$ cat src/rtl/mult_div_engine_pkg.sv
// ---------------------------------------------------------------------------
// cpu_pkg: shared definitions for the mult/div engine and its requester.
//   MD_OP_MULT / MD_OP_DIV : encoding of the op bit on the handshake
//   md_state_t             : engine sequencing states
// ---------------------------------------------------------------------------
package cpu_pkg;

   localparam logic MD_OP_MULT = 1'b0;
   localparam logic MD_OP_DIV  = 1'b1;

   typedef enum logic [1:0] {
      MD_IDLE = 2'd0,
      MD_RUN  = 2'd1,
      MD_FIX  = 2'd2,
      MD_DZ   = 2'd3
   } md_state_t;

endpackage

$ cat src/rtl/mult_div_engine_if.sv
// ---------------------------------------------------------------------------
// mult_div_engine_if: mult/div request/response handshake.
//   master (control unit): drives start, op, a_in, b_in; receives results
//   slave  (engine)      : receives the request; drives hi_out, lo_out,
//                          done, div_by_zero, busy
// ---------------------------------------------------------------------------
interface mult_div_engine_if #(
   parameter int WIDTH = 32
);
   logic             start;
   logic             op;
   logic [WIDTH-1:0] a_in;
   logic [WIDTH-1:0] b_in;
   logic [WIDTH-1:0] hi_out;
   logic [WIDTH-1:0] lo_out;
   logic             done;
   logic             div_by_zero;
   logic             busy;

   modport master (
      output start, op, a_in, b_in,
      input  hi_out, lo_out, done, div_by_zero, busy
   );

   modport slave (
      input  start, op, a_in, b_in,
      output hi_out, lo_out, done, div_by_zero, busy
   );
endinterface

$ cat src/rtl/mult_div_engine_negate.sv
// ---------------------------------------------------------------------------
// md_negate: combinational conditional two's-complement negation.
//   neg_i : 1 = output -val_i (modulo 2^N), 0 = output val_i
//   val_i : N-bit input value
//   res_o : N-bit result
// ---------------------------------------------------------------------------
module md_negate #(
   parameter int N = 32
) (
   input  logic         neg_i,
   input  logic [N-1:0] val_i,
   output logic [N-1:0] res_o
);

   // Invert-and-increment; the most negative value maps onto itself.
   always_comb begin
      if (neg_i) begin
         res_o = ~val_i + {{(N-1){1'b0}}, 1'b1};
      end else begin
         res_o = val_i;
      end
   end

endmodule

$ cat src/rtl/mult_div_engine.sv
// ---------------------------------------------------------------------------
// mult_div_engine: iterative signed WIDTHxWIDTH multiply / WIDTH/WIDTH divide.
//   clock : rising-edge clock
//   reset : synchronous, active-high; aborts any operation in flight
//   md    : slave side of the mult/div handshake
//             start/op/a_in/b_in sampled in IDLE only
//             hi_out/lo_out : MULT product[2W-1:W]/[W-1:0], DIV remainder/quotient
//             done          : one-cycle pulse, result valid from that cycle
//             div_by_zero   : one-cycle pulse, DIV by zero, results untouched
//             busy          : high in every state but IDLE
// Operation works on magnitudes for WIDTH RUN cycles, then one FIX cycle
// restores the signs, giving a 33-cycle start-to-done latency at WIDTH=32.
// ---------------------------------------------------------------------------
module mult_div_engine
   import cpu_pkg::*;
#(
   parameter int WIDTH = 32
) (
   input logic              clock,
   input logic              reset,
   mult_div_engine_if.slave md
);

   localparam int             CW       = $clog2(WIDTH);
   localparam logic [CW-1:0]  CNT_LAST = CW'(WIDTH - 1);
   localparam logic [CW-1:0]  CNT_ONE  = CW'(1);

   md_state_t          state_q;
   logic [CW-1:0]      cnt_q;
   logic               op_q;
   logic               neg_res_q;   // sign(a) ^ sign(b)
   logic               neg_rem_q;   // sign of the dividend
   logic [WIDTH-1:0]   opa_q;       // |a| for MULT (addend), |b| for DIV (divisor)
   logic [2*WIDTH-1:0] acc_q;       // MULT {product hi, multiplier/lo}; DIV {rem, quotient/dividend}
   logic [2*WIDTH-1:0] acc_d;
   logic [WIDTH-1:0]   hi_q;
   logic [WIDTH-1:0]   lo_q;
   logic               done_q;
   logic               dz_q;
   logic               busy_q;

   logic [WIDTH-1:0]   a_abs;
   logic [WIDTH-1:0]   b_abs;
   logic [2*WIDTH-1:0] prod_fix;
   logic [WIDTH-1:0]   quo_fix;
   logic [WIDTH-1:0]   rem_fix;

   logic [WIDTH:0]     mul_sum;
   logic [WIDTH:0]     div_part;
   logic [WIDTH:0]     div_diff;

   // Operand magnitudes; 0x80000000 stays 0x80000000 and is read as unsigned.
   md_negate #(.N(WIDTH)) u_abs_a (.neg_i(md.a_in[WIDTH-1]), .val_i(md.a_in), .res_o(a_abs));
   md_negate #(.N(WIDTH)) u_abs_b (.neg_i(md.b_in[WIDTH-1]), .val_i(md.b_in), .res_o(b_abs));

   // Sign fix-up of the finished magnitude results.
   md_negate #(.N(2*WIDTH)) u_fix_prod (.neg_i(neg_res_q), .val_i(acc_q),                 .res_o(prod_fix));
   md_negate #(.N(WIDTH))   u_fix_quo  (.neg_i(neg_res_q), .val_i(acc_q[WIDTH-1:0]),       .res_o(quo_fix));
   md_negate #(.N(WIDTH))   u_fix_rem  (.neg_i(neg_rem_q), .val_i(acc_q[2*WIDTH-1:WIDTH]), .res_o(rem_fix));

   // One iteration step: shift-add for MULT, restoring subtract for DIV.
   always_comb begin
      mul_sum  = {1'b0, acc_q[2*WIDTH-1:WIDTH]} + {1'b0, opa_q};
      div_part = acc_q[2*WIDTH-1:WIDTH-1];
      div_diff = div_part - {1'b0, opa_q};
      acc_d    = acc_q;
      if (op_q == MD_OP_DIV) begin
         // Partial remainder stays below 2*divisor, so bit WIDTH is a valid borrow.
         if (!div_diff[WIDTH]) begin
            acc_d = {div_diff[WIDTH-1:0], acc_q[WIDTH-2:0], 1'b1};
         end else begin
            acc_d = {div_part[WIDTH-1:0], acc_q[WIDTH-2:0], 1'b0};
         end
      end else begin
         // Carry out of the add becomes the new top bit after the right shift.
         if (acc_q[0]) begin
            acc_d = {mul_sum, acc_q[WIDTH-1:1]};
         end else begin
            acc_d = {1'b0, acc_q[2*WIDTH-1:1]};
         end
      end
   end

   // Sequencer, iteration counter, datapath and registered outputs.
   always_ff @(posedge clock) begin
      if (reset) begin
         state_q   <= MD_IDLE;
         cnt_q     <= {CW{1'b0}};
         op_q      <= MD_OP_MULT;
         neg_res_q <= 1'b0;
         neg_rem_q <= 1'b0;
         opa_q     <= {WIDTH{1'b0}};
         acc_q     <= {(2*WIDTH){1'b0}};
         hi_q      <= {WIDTH{1'b0}};
         lo_q      <= {WIDTH{1'b0}};
         done_q    <= 1'b0;
         dz_q      <= 1'b0;
         busy_q    <= 1'b0;
      end else begin
         done_q <= 1'b0;
         dz_q   <= 1'b0;
         case (state_q)
            MD_IDLE: begin
               if (md.start) begin
                  op_q      <= md.op;
                  neg_res_q <= md.a_in[WIDTH-1] ^ md.b_in[WIDTH-1];
                  neg_rem_q <= md.a_in[WIDTH-1];
                  cnt_q     <= {CW{1'b0}};
                  busy_q    <= 1'b1;
                  if (md.op == MD_OP_DIV) begin
                     opa_q <= b_abs;
                     acc_q <= {{WIDTH{1'b0}}, a_abs};
                  end else begin
                     opa_q <= a_abs;
                     acc_q <= {{WIDTH{1'b0}}, b_abs};
                  end
                  if ((md.op == MD_OP_DIV) && (md.b_in == {WIDTH{1'b0}})) begin
                     state_q <= MD_DZ;
                     dz_q    <= 1'b1;
                  end else begin
                     state_q <= MD_RUN;
                  end
               end else begin
                  state_q <= MD_IDLE;
                  busy_q  <= 1'b0;
               end
            end
            MD_RUN: begin
               acc_q  <= acc_d;
               busy_q <= 1'b1;
               if (cnt_q == CNT_LAST) begin
                  state_q <= MD_FIX;
               end else begin
                  cnt_q <= cnt_q + CNT_ONE;
               end
            end
            MD_FIX: begin
               if (op_q == MD_OP_MULT) begin
                  hi_q <= prod_fix[2*WIDTH-1:WIDTH];
                  lo_q <= prod_fix[WIDTH-1:0];
               end else begin
                  hi_q <= rem_fix;
                  lo_q <= quo_fix;
               end
               done_q  <= 1'b1;
               busy_q  <= 1'b0;
               state_q <= MD_IDLE;
            end
            MD_DZ: begin
               busy_q  <= 1'b0;
               state_q <= MD_IDLE;
            end
            default: begin
               busy_q  <= 1'b0;
               state_q <= MD_IDLE;
            end
         endcase
      end
   end

   assign md.hi_out      = hi_q;
   assign md.lo_out      = lo_q;
   assign md.done        = done_q;
   assign md.div_by_zero = dz_q;
   assign md.busy        = busy_q;

endmodule

$ cat src/flat_wrapper.sv
// flat-port wrapper written by rule: the top's interface ports become plain ports
module mult_div_engine_flat import cpu_pkg::*;
#(
   parameter int WIDTH = 32
)
  (clock, reset, md_start, md_op, md_a_in, md_b_in, md_hi_out, md_lo_out, md_done, md_div_by_zero, md_busy);
  mult_div_engine_if #(.WIDTH(WIDTH)) md_i ();
  input logic clock;
  input logic reset;
  input wire logic [$bits(md_i.start)-1:0] md_start;
  input wire logic [$bits(md_i.op)-1:0] md_op;
  input wire logic [$bits(md_i.a_in)-1:0] md_a_in;
  input wire logic [$bits(md_i.b_in)-1:0] md_b_in;
  output wire logic [$bits(md_i.hi_out)-1:0] md_hi_out;
  output wire logic [$bits(md_i.lo_out)-1:0] md_lo_out;
  output wire logic [$bits(md_i.done)-1:0] md_done;
  output wire logic [$bits(md_i.div_by_zero)-1:0] md_div_by_zero;
  output wire logic [$bits(md_i.busy)-1:0] md_busy;
  assign md_i.start = md_start;
  assign md_i.op = md_op;
  assign md_i.a_in = md_a_in;
  assign md_i.b_in = md_b_in;
  assign md_hi_out = md_i.hi_out;
  assign md_lo_out = md_i.lo_out;
  assign md_done = md_i.done;
  assign md_div_by_zero = md_i.div_by_zero;
  assign md_busy = md_i.busy;
  mult_div_engine #(.WIDTH(WIDTH)) u_core (.clock(clock), .reset(reset), .md(md_i));
endmodule
$ cat config.mk
export PLATFORM = sky130hd
export DESIGN_NAME = mult_div_engine_flat
export DESIGN_NICKNAME = d
export VERILOG_FILES = /design/src/rtl/mult_div_engine_pkg.sv /design/src/rtl/mult_div_engine_if.sv /design/src/rtl/mult_div_engine_negate.sv /design/src/rtl/mult_div_engine.sv /design/src/flat_wrapper.sv
export SDC_FILE = /design/constraint.sdc
export NUM_CORES = 1
export LEC_CHECK = 0
export CAP_MARGIN = 20
export CORE_MARGIN = 5
export CORE_UTILIZATION = 61
export DETAILED_ROUTE_END_ITERATION = 12
export HOLD_SLACK_MARGIN = 0.1
export PLACE_DENSITY = 0.83
export SYNTH_ARGS = -nofsm -noshare
export SYNTH_HDL_FRONTEND = slang
export SYNTH_HIERARCHICAL = 1
export SYNTH_SLANG_ARGS = --single-unit
$ cat constraint.sdc
create_clock -name clock -period 3.3 [get_ports clock]
set_input_delay 0.495 -clock clock [delete_from_list [all_inputs] [get_ports clock]]
set_output_delay 0.495 -clock clock [all_outputs]
set_load 0.02 [all_outputs]
---- Word level (Yosys, flattened, before mapping) ----
Index checks and enable logic that the tools add are counted.
operators by class
  add/subtract/negate cells ............... 8
  equality and inequality tests ........... 7
  muxes and demuxes ....................... 25
  bitwise logic cells ..................... 8
  reductions and logical operators ........ 9
operator list
  kind                                                             count
  64-bit two-way mux                                               5
  32-bit two-way mux                                               8
  32-bit by 1-bit adder with 32-bit output, second input constant  4
  32-bit inverter                                                  4
  64-bit case mux with 2 select lines                              1
  64-bit by 1-bit adder with 64-bit output, second input constant  1
  64-bit inverter                                                  1
  32-bit by 32-bit adder with 33-bit output                        1
  33-bit by 32-bit subtractor with 33-bit output                   1
  32-bit logical NOT                                               1
  5-bit two-way mux                                                2
  5-bit case mux with 2 select lines                               1
  2-bit two-way mux                                                3
  2-bit case mux with 3 select lines                               1
  5-bit by 1-bit adder with 5-bit output, second input constant    1
  5-bit == test, second input constant                             1
  2-bit == test, second input constant                             2
  2-bit inequality test, second input constant                     2
  2-bit AND reduction                                              2
  1-bit two-way mux                                                3
  1-bit case mux with 3 select lines                               1
  3-bit AND reduction                                              1
  3-bit OR reduction                                               1
  2-bit by 1-bit == test with 1-bit output, second input constant  1
  other kinds (7)                                                  8
storage, ports and cells
  flip-flop bits (word level) ............. 173
  bits of input ports ..................... 68
  output and inout port bits .............. 67
  logic and storage cells ................. 69

---- Longest topological paths before layout ----
Gate-level depths: netlist of the first run.
  depth after elaboration ................. 6
  gate-level depth with buffers ........... 14
  depth with buffers taken out ............ 13

---- Cells and area by module ----
Netlist of the first run, hierarchy kept.
by module, submodules not included
  module                          instances  cells an instance  area each (um^2)  seq. area each (um^2)
  mult_div_engine                 1          1433               11964.0           3463.3
  md_negate (u_core.u_abs_a ...)  4          99                 777.0             0.0
  md_negate (u_core.u_fix_prod)   1          206                1649.1            0.0

---- Least setup slack after synthesis of the first run ----
Ideal clock, no wire load.
  path type ............................... reg-to-reg
  from .................................... reg u_core.acc_q[31]
  to ...................................... reg u_core.acc_q[61]
  setup time .............................. 117 ps
  arrival time ............................ 2946 ps
  required time ........................... 3183 ps
  slack ................................... 236 ps
  cell stages (with the launch flop) ...... 14
  buffers on the path ..................... 1
  period minus slack after synthesis ...... 3064 ps
  path through ............................ dfxtp_1 inv_1 ha_1 fa_1 nand2b_1 a21oi_1 o21ai_2 a21oi_4 a21oi_2 o21ai_4 xnor2_2 clkbuf_1 nand3b_1 a32o_1
on the way
  word-level cells in the longest chain between the ends .. 4
ends and longest elaborated chain
  item                                            line                    text
  from (decl)                                     mult_div_engine.sv:34   logic [2*WIDTH-1:0] acc_q;
  from (signal assigned)                          mult_div_engine.sv:93   acc_q <= {(2*WIDTH){1'b0}};
  from (signal assigned)                          mult_div_engine.sv:112  acc_q <= {{WIDTH{1'b0}}, a_abs};
  from (signal assigned)                          mult_div_engine.sv:115  acc_q <= {{WIDTH{1'b0}}, b_abs};
  33-bit by 32-bit subtractor with 33-bit output  mult_div_engine.sv:65   div_diff = div_part - {1'b0, opa_q};
  64-bit two-way mux                              mult_div_engine.sv:69   if (!div_diff[WIDTH]) begin
  64-bit two-way mux                              mult_div_engine.sv:67   if (op_q == MD_OP_DIV) begin
  64-bit case mux with 2 select lines             mult_div_engine.sv:102  case (state_q)
No other way between the ends.
A chain may end at the register's enable or synchronous reset.

---- Worst setup path in the final report of the first run ----
  from .................................... reg u_core.opa_q[1]
  to ...................................... reg u_core.acc_q[62]
on the way
  word-level cells in the longest chain between the ends .. 4
  elaborated cells between the ends (all ways) .. 6
  those cells by class .................... 2 x add/sub; 4 x mux
ends and longest elaborated chain
  item                                                                                                         line                                          text
  from (decl)                                                                                                  mult_div_engine.sv:33                         logic [WIDTH-1:0] opa_q;
  from (signal assigned)                                                                                       mult_div_engine.sv:92                         opa_q <= {WIDTH{1'b0}};
  from (signal assigned)                                                                                       mult_div_engine.sv:111                        opa_q <= b_abs;
  from (signal assigned)                                                                                       mult_div_engine.sv:114                        opa_q <= a_abs;
  33-bit by 32-bit subtractor with 33-bit output or 32-bit by 32-bit adder with 33-bit output (tied branches)  mult_div_engine.sv:65, mult_div_engine.sv:63
  64-bit two-way mux, on equally long branches                                                                 mult_div_engine.sv:69, mult_div_engine.sv:76
  64-bit two-way mux *                                                                                         mult_div_engine.sv:67
  64-bit case mux with 2 select lines *                                                                        mult_div_engine.sv:102
Every way passes the cells marked *; elsewhere a longest branch is shown, timed or not.

==> results.md, run 1 <==
- The met2 usage is between 50% and 60%.
- The synthesized netlist net count is about 2200.
- The die width is roughly 180 um.
- After synthesis, the largest area contributor takes up 20.7% of total cell area.
- The path length in cells of the critical path is 12.
- After clock tree synthesis, the clock-pin slew on the worst setup and hold paths is ~0.08 ns.
- In the routed design, unresolved DRC markers number 0.
- Tracing the worst setup path back leads to its startpoint at u_core/opa_q[1]$_SDFFE_PP0P_.
- The final clock period utilization by the worst path is 96.6%.
- The count of mapped cells out of synthesis is 2035.
- The first-pass GRT wire length is between 80 and 90 mm.
- The tree is rooted in a sky130_fd_sc_hd__clkbuf_16.
- In this run the count of I/O pins placed on the die edge is around 140.
- The count of port buffers added during placement is ~130.
- The relative area change from synthesis to final layout is 17.1%.
- The post-route netlist has 11.7% of its cells at a drive strength greater than 1.
- In the final design database the tool counted ~2300 nets.
- Broken down by cell family, the worst path's largest delay share belongs to compound AO/OA/AOI/OAI gates.
- The number of gates resized after CTS is 0.
- The number of library cell types mapped by synthesis is between 90 and 100.
- The final route contains 16700 vias.
- Measured on the finished design, the core utilization comes to between 70% and 80%.
- The share of synthesized registers carrying an async set or reset is 0%.
- In this run, synthesis produced a sequential element count of 173.
- The maximum clock path buffer count is 2.
- The combinational family with the most area after synthesis is compound AO/OA/AOI/OAI gates.
- The total overflow left after global routing is 0.
- In this run the static leakage power is 7.18 nW.
- CTS built an H-tree with a depth of 4.
- STA classifies the critical path endpoint as a register.
- In the layout the commonest cells are sky130_fd_sc_hd__xnor2_1, sky130_fd_sc_hd__nor2_1, sky130_fd_sc_hd__mux2i_1.
- STA classifies the critical path startpoint as a register.
- The critical path data arrival time is roughly 3.5 ns.
- Power spread over the standard cell area amounts to between 300 and 400 nW/um^2.
- Max-cap violations in this run came to 0.
- In this run the vertical extent of the chip is around 180 um.
- In this run the most used layer during global routing was met2.
- The core region is 27000 um^2.
- The class of the worst hold path is in -> reg.
- The setup skew after layout is roughly 0.016 ns.
- After Yosys synthesis, and, or, nand and nor cells account for 19.4% of the synthesized area.
- The number of warnings reported in the yosys synthesis log is 6.
- The number of antenna violations at the first check in global routing is 0.
- The run finished with clean final reports.
- The xor/xnor share of the synthesized area is between 10% and 20%.
- The met1 usage is 42.4%.
- Dividing the synthesized area by the synthesized cell count gives around 8 um^2.
- Dividing the detail-routed wire length by the instance count gives ~20 um.
- The synthesized-area fraction occupied by ao, oa, aoi and oai cells is 27.0%.
- Setup violations remaining at the end of the flow were counted as 0.
- The detail route stage leaves a number of antenna-violating nets equal to 0.
- Yosys mapped a number of flops with a built-in enable equal to 0.
- Setup repair after global routing could not meet its margin everywhere.
- The number of max-slew violations in the final report is 0.
- At the pin with the least slew margin, the transition time is approximately 1.1 ns.
- The largest driver fanout on the critical path is 4.
- The slack of the worst reg-to-reg path is 0.11 ns.
- Sorting the synthesized cells by area gives the leading types as sky130_fd_sc_hd__dfxtp_1, sky130_fd_sc_hd__xnor2_1, sky130_fd_sc_hd__mux2i_1, sky130_fd_sc_hd__a211oi_1, sky130_fd_sc_hd__ha_1.
- On the worst path, the slowest cell contributes a delay of between 0.4 and 0.5 ns.
- The slowest stage of the critical path is the sky130_fd_sc_hd__a2111oi_1 cell.
- STA puts the critical path data required time at 3.59 ns.
- Summing every instance area after synthesis gives between 15000 and 20000 um^2.
- The count of buffering cells on the critical path with inverters included is 1.
- The peak supply drop is around 340 uV.
- The leading cell type in the layout, fill and taps excluded is sky130_fd_sc_hd__xnor2_1.
- The maximum frequency from static timing analysis is ~0.31 GHz.
- The global-route usage over all layers is approximately 32%.
- In this run the critical register-to-register path is launched from u_core/opa_q[1]$_SDFFE_PP0P_.
- Summing internal, switching and leakage power gives between 7 and 8 mW.
- The final design instance area without fill is around 20000 um^2.
- Summing all placed instances gives a cell area of ~19000 um^2.
- The via count of the first global-routing pass is about 16000.
- The number of sinks on the clock net is roughly 170.
- After layout, the worst setup slack is between 0.1 and 0.15 ns.
- The critical path start-end classification is reg -> reg.
- The cell row count is 60.
- For hold timing, the worst endpoint is u_core/acc_q[33]$_SDFFE_PP0P_.
- Counting cells, the worst reg-to-reg path comes to 12.
- The cell count of the worst hold path is 2.
- The met3 usage in global routing is under 10%.
- The number of hold-slack violations in the final timing report is 0.
- The synthesized netlist devotes 5.55% of its cell area to adder and majority cells.
- The TritonCTS clock tree is built.
- The final sum of negative setup slack is 0 ns.
- The placement-stage worst setup slack is ~0.082 ns.
- The maximum number of pins on one net before global-route repair is approximately 150.
- The number of buffers inserted by post-CTS setup repair is 0.
- Routability-driven placement finished with a final weighted congestion of about 1.
- The worst hold path begins at reset.
- For the worst-skew pair, the clock arrives at the later sink with an insertion delay of ~0.44 ns.
- The clock period minus worst slack is 3.19 ns.
- The endpoint identified for the worst register-to-register timing path is u_core/acc_q[62]$_SDFFE_PP0P_.
- Among all flip-flop cells after synthesis, the most frequent one is sky130_fd_sc_hd__dfxtp_1.
- The HPWL after detailed placement is 38.9 mm.
- The initial cell density of the core is about 62%.
- After detailed routing, the number of vias per cell comes to ~6.6.
- 0 antenna diodes ended up in the layout.
- Before antenna repair, the detailed router went through 9 iterations.
- Of the synthesized area, sequential elements account for around 21%.
- The portion of synthesized area spent on multiplexers is between 10% and 20%.
- Traced cell by cell, the critical path runs through buf_4 -> ha_1 -> a21oi_1 -> nand4b_1 -> a31oi_1 -> a211o_1 -> a21oi_4 -> o311ai_1 -> a21boi_1 -> mux2i_1 -> a2111oi_1 -> nor4_1.
- The area of the die is between 30000 and 40000 um^2.
- The tightest slew margin relative to the limit is 29.9%.
- The number of buffers added by the clock tree synthesis step is 17.
- For this design, the CTS-stage hold fixing added 0 buffers.
- The biggest area contributor in the post-synthesis netlist is sky130_fd_sc_hd__dfxtp_1.
- For this block, the initial DRC count from the detailed router was about 1800.
- The final layout contains routed wiring with a total length of roughly 52 mm.
## sequential cells by signal, indices dropped and copies added, names as in the netlist
name and cells:
u_core/state_q 2, u_core/cnt_q 5, u_core/md.busy 1, u_core/md.lo_out 32
u_core/opa_q 32, u_core/acc_q 64, u_core/md.done 1, u_core/neg_rem_q 1
u_core/md.div_by_zero 1, u_core/op_q 1, u_core/neg_res_q 1, u_core/md.hi_out 32
## layout make-up
| cell class | count | area [um^2] |
|---|---|---|
| fill | 2118 | 7370 |
| multi-input combinational | 1681 | 12600 |
| tap | 341 | 427 |
| clock buffer | 17 | 425 |
| timing repair buffer | 250 | 2280 |
| clock inverter | 15 | 190 |
| inverter | 57 | 214 |
| sequential | 173 | 3470 |
## report_power, final
part	internal [mW]	total, mW	switching (mW)
clock	1.03	2.09	1.05
sequential	2.19	2.34	0.148
combinational	1.25	3.06	1.81
## stage by stage
stage,hold WS [ns],cells
3_5_place_dp,0.490,2502
2_1_floorplan,0.472,2035
5_1_grt,0.291,2534
3_3_place_gp,0.486,2502
4_1_cts,0.282,2534
6_report,0.299,2534
## cells in the mapped netlist, drive strengths merged, types with 38 or more instances
master	count
o41ai	49
nand2	133
nor2	197
a21oi	94
dfxtp	173
xnor2	208
o31ai	65
clkbuf	86
mux2i	174
ha	71
buf	38
inv	56
nor4	39
a211oi	175
o21ai	93
## worst register-to-register path, cell delays in order (launching register included)
cell and delay [ns]:
sky130_fd_sc_hd__dfxtp_1 0.32, sky130_fd_sc_hd__buf_4 0.14, sky130_fd_sc_hd__ha_1 0.27, sky130_fd_sc_hd__a21oi_1 0.07
sky130_fd_sc_hd__nand4b_1 0.22, sky130_fd_sc_hd__a31oi_1 0.32, sky130_fd_sc_hd__a211o_1 0.31, sky130_fd_sc_hd__a21oi_4 0.12
sky130_fd_sc_hd__o311ai_1 0.40, sky130_fd_sc_hd__a21boi_1 0.15, sky130_fd_sc_hd__mux2i_1 0.14, sky130_fd_sc_hd__a2111oi_1 0.47
sky130_fd_sc_hd__nor4_1 0.11
## metal layers
layer | wire length, um | vias up | part of all wire (%)
li1 | - | 7937 | -
met1 | 21900 | 7799 | 42
met2 | 23400 | 791 | 45
met3 | 4590 | 153 | 8.8
met4 | 2220 | 0 | 4.3
met5 | 0 | - | 0
## how the worst max path moves through the flow
| stage | to | slack [ns] |
|---|---|---|
| after global placement | u_core/opa_q[13]$_SDFFE_PP0P_ | 0.14 |
| after detailed placement | u_core/opa_q[13]$_SDFFE_PP0P_ | 0.08 |
| final | u_core/acc_q[62]$_SDFFE_PP0P_ | 0.11 |
| after CTS | u_core/acc_q[62]$_SDFFE_PP0P_ | 0.10 |
| after global routing | u_core/acc_q[58]$_SDFFE_PP0P_ | -0.009 |
| after floorplan | u_core/acc_q[61]$_SDFFE_PP0P_ | 0.24 |
## kinds of logic after synthesis
family                     count (synthesis)
DFF                                      173
and+or+nand+nor                          584
AOI/OAI and AO/OA                        612
adders and majority gates                 73
muxes                                    176
buffers and inverters                    181
xor gates and xnor gates                 236
(Power assumes the default switching activity.)
==> inputs of run 2 (changes only) <==
CORE_MARGIN = 1   (was 5)
CTS_CLUSTER_DIAMETER = 100   (was not set)
==> results.md, run 2 (same netlist as run 1, synthesis figures left out) <==
- The number of max-slew violations in the final report is 0.
- The total number of nets in the final design is about 2300.
- The endpoint identified for the worst register-to-register timing path is u_core/acc_q[62]$_SDFFE_PP0P_.
- Summed over all cells, the static leakage comes to a little over 7 nW.
- The number of routed nets with antenna violations is 0.
- The cell with the largest stage delay on the worst path is sky130_fd_sc_hd__dfxtp_1.
- The peak supply drop is 320 uV.
- The startpoint identified for the worst register-to-register timing path is u_core/opa_q[25]$_SDFFE_PP0P_.
- The number of hold-slack violations in the final timing report is 0.
- The number of clock buffers added by TritonCTS is 17.
- At the pin with the least slew margin, the transition time is approximately 1.1 ns.
- Measured along the x axis, the die boundary spans approximately 170 um.
- Entering global routing, the biggest net connects between 100 and 150 pins.
- The initial cell density of the core is about 62%.
- The count of port buffers added during placement is approximately 130.
- TritonCTS built the clock tree.
- The master cell of the clock root buffer is sky130_fd_sc_hd__clkbuf_16.
- Registers are responsible for around a third of the overall power.
- Summed over all nets, the switching power comes to 3.01 mW.
- The floorplan step defined a die boundary enclosing ~28000 um^2.
- Measured against its own limit, the worst slew margin works out to between 20% and 30%.
- The number of cells after detailed placement is 2503.
- CTS built an H-tree with a depth of 4.
- The top-level I/O count is 135.
- The repair_antennas step left the layout with diodes totalling 0.
- The critical path start-end classification is reg -> reg.
- From synthesis to final layout, the design area changed by 17.3%.
- After detailed placement, the total cell area comes to ~19000 um^2.
- The flip-flop count of the largest register, all copies and words added is 64.
- The final sum of negative setup slack is 0 ns.
- The cell count of the worst hold path is 2.
- Counting the fill cells in the layout gives just over 2000.
- The hold path endpoint is u_core/acc_q[57]$_SDFFE_PP0P_.
- The kind of launch point of the worst setup path is a register.
- The HPWL after detailed placement is about 39 mm.
- The global-route usage over all layers is a little over a third.
- The worst setup path is captured at a register.
- The leading cell type in the layout, fill and taps excluded is sky130_fd_sc_hd__xnor2_1.
- The clock drives roughly 170 sinks.
- Summed over all layers, the global routing overflow is 0.
- Setup violations remaining at the end of the flow were counted as 0.
- Among the stages of the critical path, the cell type that occurs most often is sky130_fd_sc_hd__a21o_1.
- Dividing the detail-routed wire length by the instance count gives about 20 um.
- The part of the total power dissipated in the clock network is 28.4%.
- The via count of the first global-routing pass is roughly 16000.
- The area of the core is around 27000 um^2.
- The congestion estimate from routability-driven global placement came to ~1.1.
- In the layout the commonest cells are sky130_fd_sc_hd__xnor2_1, sky130_fd_sc_hd__nor2_1, sky130_fd_sc_hd__mux2i_1.
- Data on the critical path is required at its endpoint by ~3.6 ns.
- Dividing the detail-routed via count by the number of cells gives 6.59.
- The power density relative to cell area is between 300 and 400 nW/um^2.
- The final design instance area without fill is between 15000 and 20000 um^2.
- The count of TritonRoute iterations in the first routing pass is 6.
- Summing over every cut layer, the via total after detailed routing is 16700.
- The first routing iteration left around 1900 violations.
- The setup skew after layout is 0.0171 ns.
- Cell internal power was estimated by the tool at between 4 and 5 mW.
- The number of antenna violations at the first check in global routing is 0.
- The number of gates resized after CTS is 0.
- Row generation in the floorplan step produced 60 rows.
- Summed over all layers, the routed wires come to around 52 mm.
- The slack of the worst reg-to-reg path is 0.14 ns.
- The maximum frequency from static timing analysis is 0.317 GHz.
- The signal on the critical path passes through inv_1 -> ha_1 -> a21o_1 -> a21o_1 -> a21oi_1 -> o21ai_1 -> a21oi_2 -> o21ai_4 -> xor2_4 -> buf_4 -> or3_1 -> a21boi_1 -> nor4_1.
- The insertion delay of the later-clocked pin in the worst-skew pair is between 0.4 and 0.5 ns.
- The number of violations of the max-capacitance limit is 0.
- The post-route DRC violation count is 0.
- The path class of the tightest hold or removal check is in -> reg.
- Along the worst path, the maximum fanout reaches 6.
- The first-pass GRT wire length is 82.2 mm.
- Setup repair after global routing left no endpoint under its margin.
- Of the total power, combinational logic draws about two fifths.
- The number of hold buffers added after CTS was 0.
- The critical path data arrival time is approximately 3.5 ns.
- In this run the most critical hold path is launched from reset.
- The y dimension of the die is between 150 and 200 um.
- The fraction of power spent switching nets is 39.7%.
- In this design, the stage delay of the slowest critical-path cell is around 0.45 ns.
- The flow ran to the end, and the final reports show no timing, DRC or antenna violations.
- The final clock period utilization by the worst path is 95.7%.
- The length in cells of the worst reg-to-reg path is 13.
- The number of buffers inserted by post-CTS setup repair is 0.
- The post-route non-filler standard cell count is between 2000 and 3000.
- After clock tree synthesis, the clock-pin slew on the worst setup and hold paths is 0.08 ns.
- The maximum clock path buffer count is 2.
- The clock period minus worst slack is roughly 3.2 ns.
- The fraction of layout cells with a size suffix above 1 is a little under an eighth.
- The most flop-heavy register is u_core/acc_q.
[run 2: metal layers]
layer / GRT usage (%) / part of all wire [%]
met5: 0 / 0
met4: 16.1 / 4.2
met3: 4.35 / 8.5
met2: 58.7 / 45
met1: 48.5 / 42
[run 2: how the worst max path moves through the flow]
stage	startpoint	end	slack [ns]	cells after the start
floorplan	u_core/acc_q[31]$_SDFFE_PP0P_	u_core/acc_q[61]$_SDFFE_PP0P_	0.24	13
global placement	md_a_in[0]	u_core/acc_q[30]$_SDFFE_PP0P_	0.03	11
detailed placement	md_a_in[0]	u_core/acc_q[30]$_SDFFE_PP0P_	0.04	11
CTS	u_core/opa_q[24]$_SDFFE_PP0P_	u_core/acc_q[42]$_SDFFE_PP0P_	0.05	11
global route	u_core/opa_q[1]$_SDFFE_PP0P_	u_core/acc_q[63]$_SDFFE_PP0P_	0.01	14
finish	u_core/opa_q[25]$_SDFFE_PP0P_	u_core/acc_q[62]$_SDFFE_PP0P_	0.14	13
[run 2: worst max-delay path: cells and delay by family, from the launching register on]
kind            cells  cell delay (ns)
simple gates        2             0.39
fa+ha+maj           1             0.38
buf+inv             2             0.27
xor+xnor            1             0.20
compound gates      7             1.33
flops               1             0.45
[run 2: layout make-up]
class                   instances  area (um^2)  share of cell area [%]
clock inverters                14          193                   0.982
repair buffers                251         2310                    11.8
multi-input cells            1681        12600                    64.1
clock buffers                  18          429                    2.19
well taps                     341          427                    2.17
flip-flops and latches        173         3470                    17.7
inverters                      57          214                    1.09
[run 2: power groups by stage]
stage          registers (mW)  logic (mW)  clock network [mW]
2_1_floorplan            2.41        2.04                   0
3_3_place_gp             2.41        2.88                   0
3_5_place_dp             2.42        2.95                   0
4_1_cts                  2.37        2.97                2.17
5_1_grt                  2.39        3.27                2.25
6_report                 2.38        3.04                2.15
[run 2: through the flow]
stage | setup WS (ns) | hold slack, ns | power, mW | util [%]
final | 0.141 | 0.361 | 7.57 | 72.8
after global placement | 0.0313 | 0.485 | 5.30 | 70.4
after global routing | 0.0147 | 0.366 | 7.90 | 72.8
after floorplan | 0.236 | 0.472 | 4.45 | -
after CTS | 0.0517 | 0.357 | 7.51 | 72.7
after detailed placement | 0.0434 | 0.493 | 5.37 | 70.4
==> inputs of run 3 (changes only) <==
CORE_UTILIZATION = 60   (was 61)
PLACE_DENSITY = 0.82   (was 0.83)
clock period = 3.1 ns   (was 3.3 ns; I/O delays follow)
==> results.md, run 3 (same netlist as run 1, synthesis figures left out) <==
- Subtracting the final worst setup slack from the clock period gives 3.03 ns.
- The number of antenna violations at the first check in global routing is 0.
- The count of TritonRoute iterations in the first routing pass is 5.
- Relative to the synthesized area, the layout overhead comes to 19.4%.
- The leakage power figure is ~7.4 nW.
- The run finished with clean final reports.
- For the worst setup path, the data required time is around 3.4 ns.
- The maximum clock path buffer count is 2.
- The cell family contributing the most delay on the critical path is compound AO/OA/AOI/OAI gates.
- The detailed-route via count is between 15000 and 20000.
- In this run, the number of DRC markers left after iteration 0 of detailed routing was approximately 2100.
- In the layout the commonest cells are sky130_fd_sc_hd__xnor2_1, sky130_fd_sc_hd__nor2_1, sky130_fd_sc_hd__mux2i_1.
- More flip-flops sit in one register than any other, and that register is u_core/acc_q.
- The via count of the first global-routing pass came to 15600.
- Setup repair after global routing could not meet its margin everywhere.
- The class of the worst hold path is in -> reg.
- The critical path data arrival time is between 3 and 4 ns.
- Setup violations remaining at the end of the flow were counted as 0.
- The setup skew after layout is around 0.017 ns.
- The library cell used most frequently in the layout, excluding fill and tap cells, is sky130_fd_sc_hd__xnor2_1.
- After legalization and detailed placement, the total HPWL measured between 30 and 40 mm.
- After clock tree synthesis, the clock-pin slew on the worst setup and hold paths is around 0.080 ns.
- The power density relative to cell area is just over 400 nW/um^2.
- The completed layout was analyzed and its total power is between 8 and 9 mW.
- For this configuration, the core starts out at a cell density of approximately three fifths.
- The wire length reported by the detailed router is 51.8 mm.
- The number of max-slew violations in the final report is 0.
- Headroom to the max-slew limit came out at a little over half.
- The final hold slack is 0.389 ns.
- The first global-routing pass estimated between 80 and 90 mm of wire.
- The critical path goes through inv_1 -> ha_1 -> o21a_1 -> o21a_1 -> o22ai_1 -> o21ai_1 -> a21oi_2 -> o21ai_4 -> xor2_4 -> buf_12 -> or3_1 -> a21boi_2 -> nor4_1.
- Measured along the y axis, the die boundary spans 169 um.
- The number of filler instances in the final layout is approximately 2200.
- The H-tree was split into 4 levels.
- Across the run, the number of max-cap violations was 0.
- The critical path start-end classification is reg -> reg.
- The count of port buffers added during placement is 134.
- The total number of nets in the final design is between 2000 and 2500.
- Dividing the detail-routed via count by the number of cells gives roughly 6.5.
- The final design instance area without fill is around 20000 um^2.
- Entering global routing, the biggest net connects about 130 pins.
- The worst setup path is launched from a register.
- The peak supply drop is between 300 and 400 uV.
- The number of hold-slack violations in the final timing report is 0.
- The area of combinational cells with multiple inputs is about 13000 um^2.
- The master cell of the clock root buffer is sky130_fd_sc_hd__clkbuf_16.
- The post-route DRC violation count is 0.
- In this run the worst path has a maximum fanout of 15.
- The count of buffering cells on the critical path with inverters included is 2.
- The area of the die is about 29000 um^2.
- The number of antenna diodes in the final layout is 0.
- After layout, the worst path uses about 98% of the clock period.
- The sequential cells in the finished layout cover a total of around 3500 um^2.
- The average wire length per cell after detail routing is ~20 um.
- Based on the critical path, the design can be clocked at up to 0.330 GHz.
- The cell seen most often among critical-path stages is sky130_fd_sc_hd__o21a_1.
- The cell row count is 60.
- Global routing consumed, over all layers together, 36.0% of the routing resources.
- The clock net in this run drives a total of roughly 170 sinks.
- For this run, the slowest stage of the critical path takes 0.42 ns.
- The fraction of layout cells with a size suffix above 1 is between 10% and 20%.
- The number of hold buffers added after CTS is 0.
- The floorplan step defined a core boundary enclosing ~27000 um^2.
- The insertion delay of the later-clocked pin in the worst-skew pair is 0.44 ns.
- The standard cell area after detailed placement is approximately 19000 um^2.
- The flip-flop count of the largest register, all copies and words added is 64.
- The worst setup path is captured at a register.
- In this run the count of I/O pins placed on the die edge is about 140.
- The die is around 170 um wide.
- Once layout is complete, the utilization of the core stands at about three quarters.
- The TritonCTS clock tree is built.
- The leftover overflow at the end of global routing is 0.
- In this run, CTS created clock tree buffers numbering 17.
- For the pin with the worst max-slew slack, the measured transition is between 0.6 and 0.7 ns.
- The final weighted congestion of routability-driven global placement is around 1.
- The number of routed nets with antenna violations is 0.
- The cell with the largest stage delay on the worst path is sky130_fd_sc_hd__dfxtp_1.
-- run 3: cell count changes in the layout (fill, tap and decap cells not counted), sizes merged --
| cell | before | now |
|---|---|---|
| buf | 119 | 147 |
-- run 3: metrics by stage --
step	cells	setup TNS [ns]	worst slack, ns
floorplan	2035	0	0.0362
global placement	2561	-0.00687	-0.00687
detailed placement	2561	-0.0474	-0.0292
CTS	2593	0	0.0161
global route	2594	-0.0227	-0.0192
finish	2594	0	0.0723
-- run 3: worst register-to-register path, delay by kind of cell, from the launching register on --
kind                     cells  cell delay, ns
flip-flops                   1            0.42
AND/OR/NAND/NOR              2            0.41
adder cells (fa/ha/maj)      1            0.37
AO/OA/AOI/OAI                7            1.28
XOR/XNOR                     1            0.19
buffers and inverters        2            0.26
-- run 3: what timing repair did --
action | in CTS | in global routing
resized for setup | 2 | 29
endpoints found under the hold margin | 0 | 0
pin swaps | 0 | 5
setup buffers | 0 | 1
endpoints found under the setup margin | 2 | 23
-- run 3: path summary, 6_finish.rpt --
path / start / endpoint / slack (ns) / depth (start not counted)
setup / recovery: u_core/opa_q[21]$_SDFFE_PP0P_ / u_core/acc_q[62]$_SDFFE_PP0P_ / 0.07 / 13
hold / removal: reset / u_core/state_q[0]$_SDFFE_PP0P_ / 0.39 / 2
setup reg to reg: u_core/opa_q[21]$_SDFFE_PP0P_ / u_core/acc_q[62]$_SDFFE_PP0P_ / 0.07 / 13
hold reg to reg: u_core/neg_rem_q$_SDFFE_PP0P_ / u_core/neg_rem_q$_SDFFE_PP0P_ / 0.47 / 2
-- run 3: metal layers --
layer | share of wire (%) | global-route usage, %
met3 | 8.2 | 5.45
met2 | 44 | 56.7
met1 | 43 | 48.0
met5 | 0 | 0
met4 | 4.5 | 17.2
-- run 3: final cells by class --
class / instances / share of cell area (%)
Timing Repair Buffer: 279 / 12.6
Multi-Input combinational cell: 1681 / 63.4
Inverter: 57 / 1.07
Clock buffer: 18 / 2.20
Sequential cell: 173 / 17.4
Tap cell: 372 / 2.33
Clock inverter: 14 / 0.965
-- run 3: report_power, final --
group          switching [mW]  internal, mW
combinational            1.97          1.38
sequential              0.139          2.33
clock                    1.11          1.20
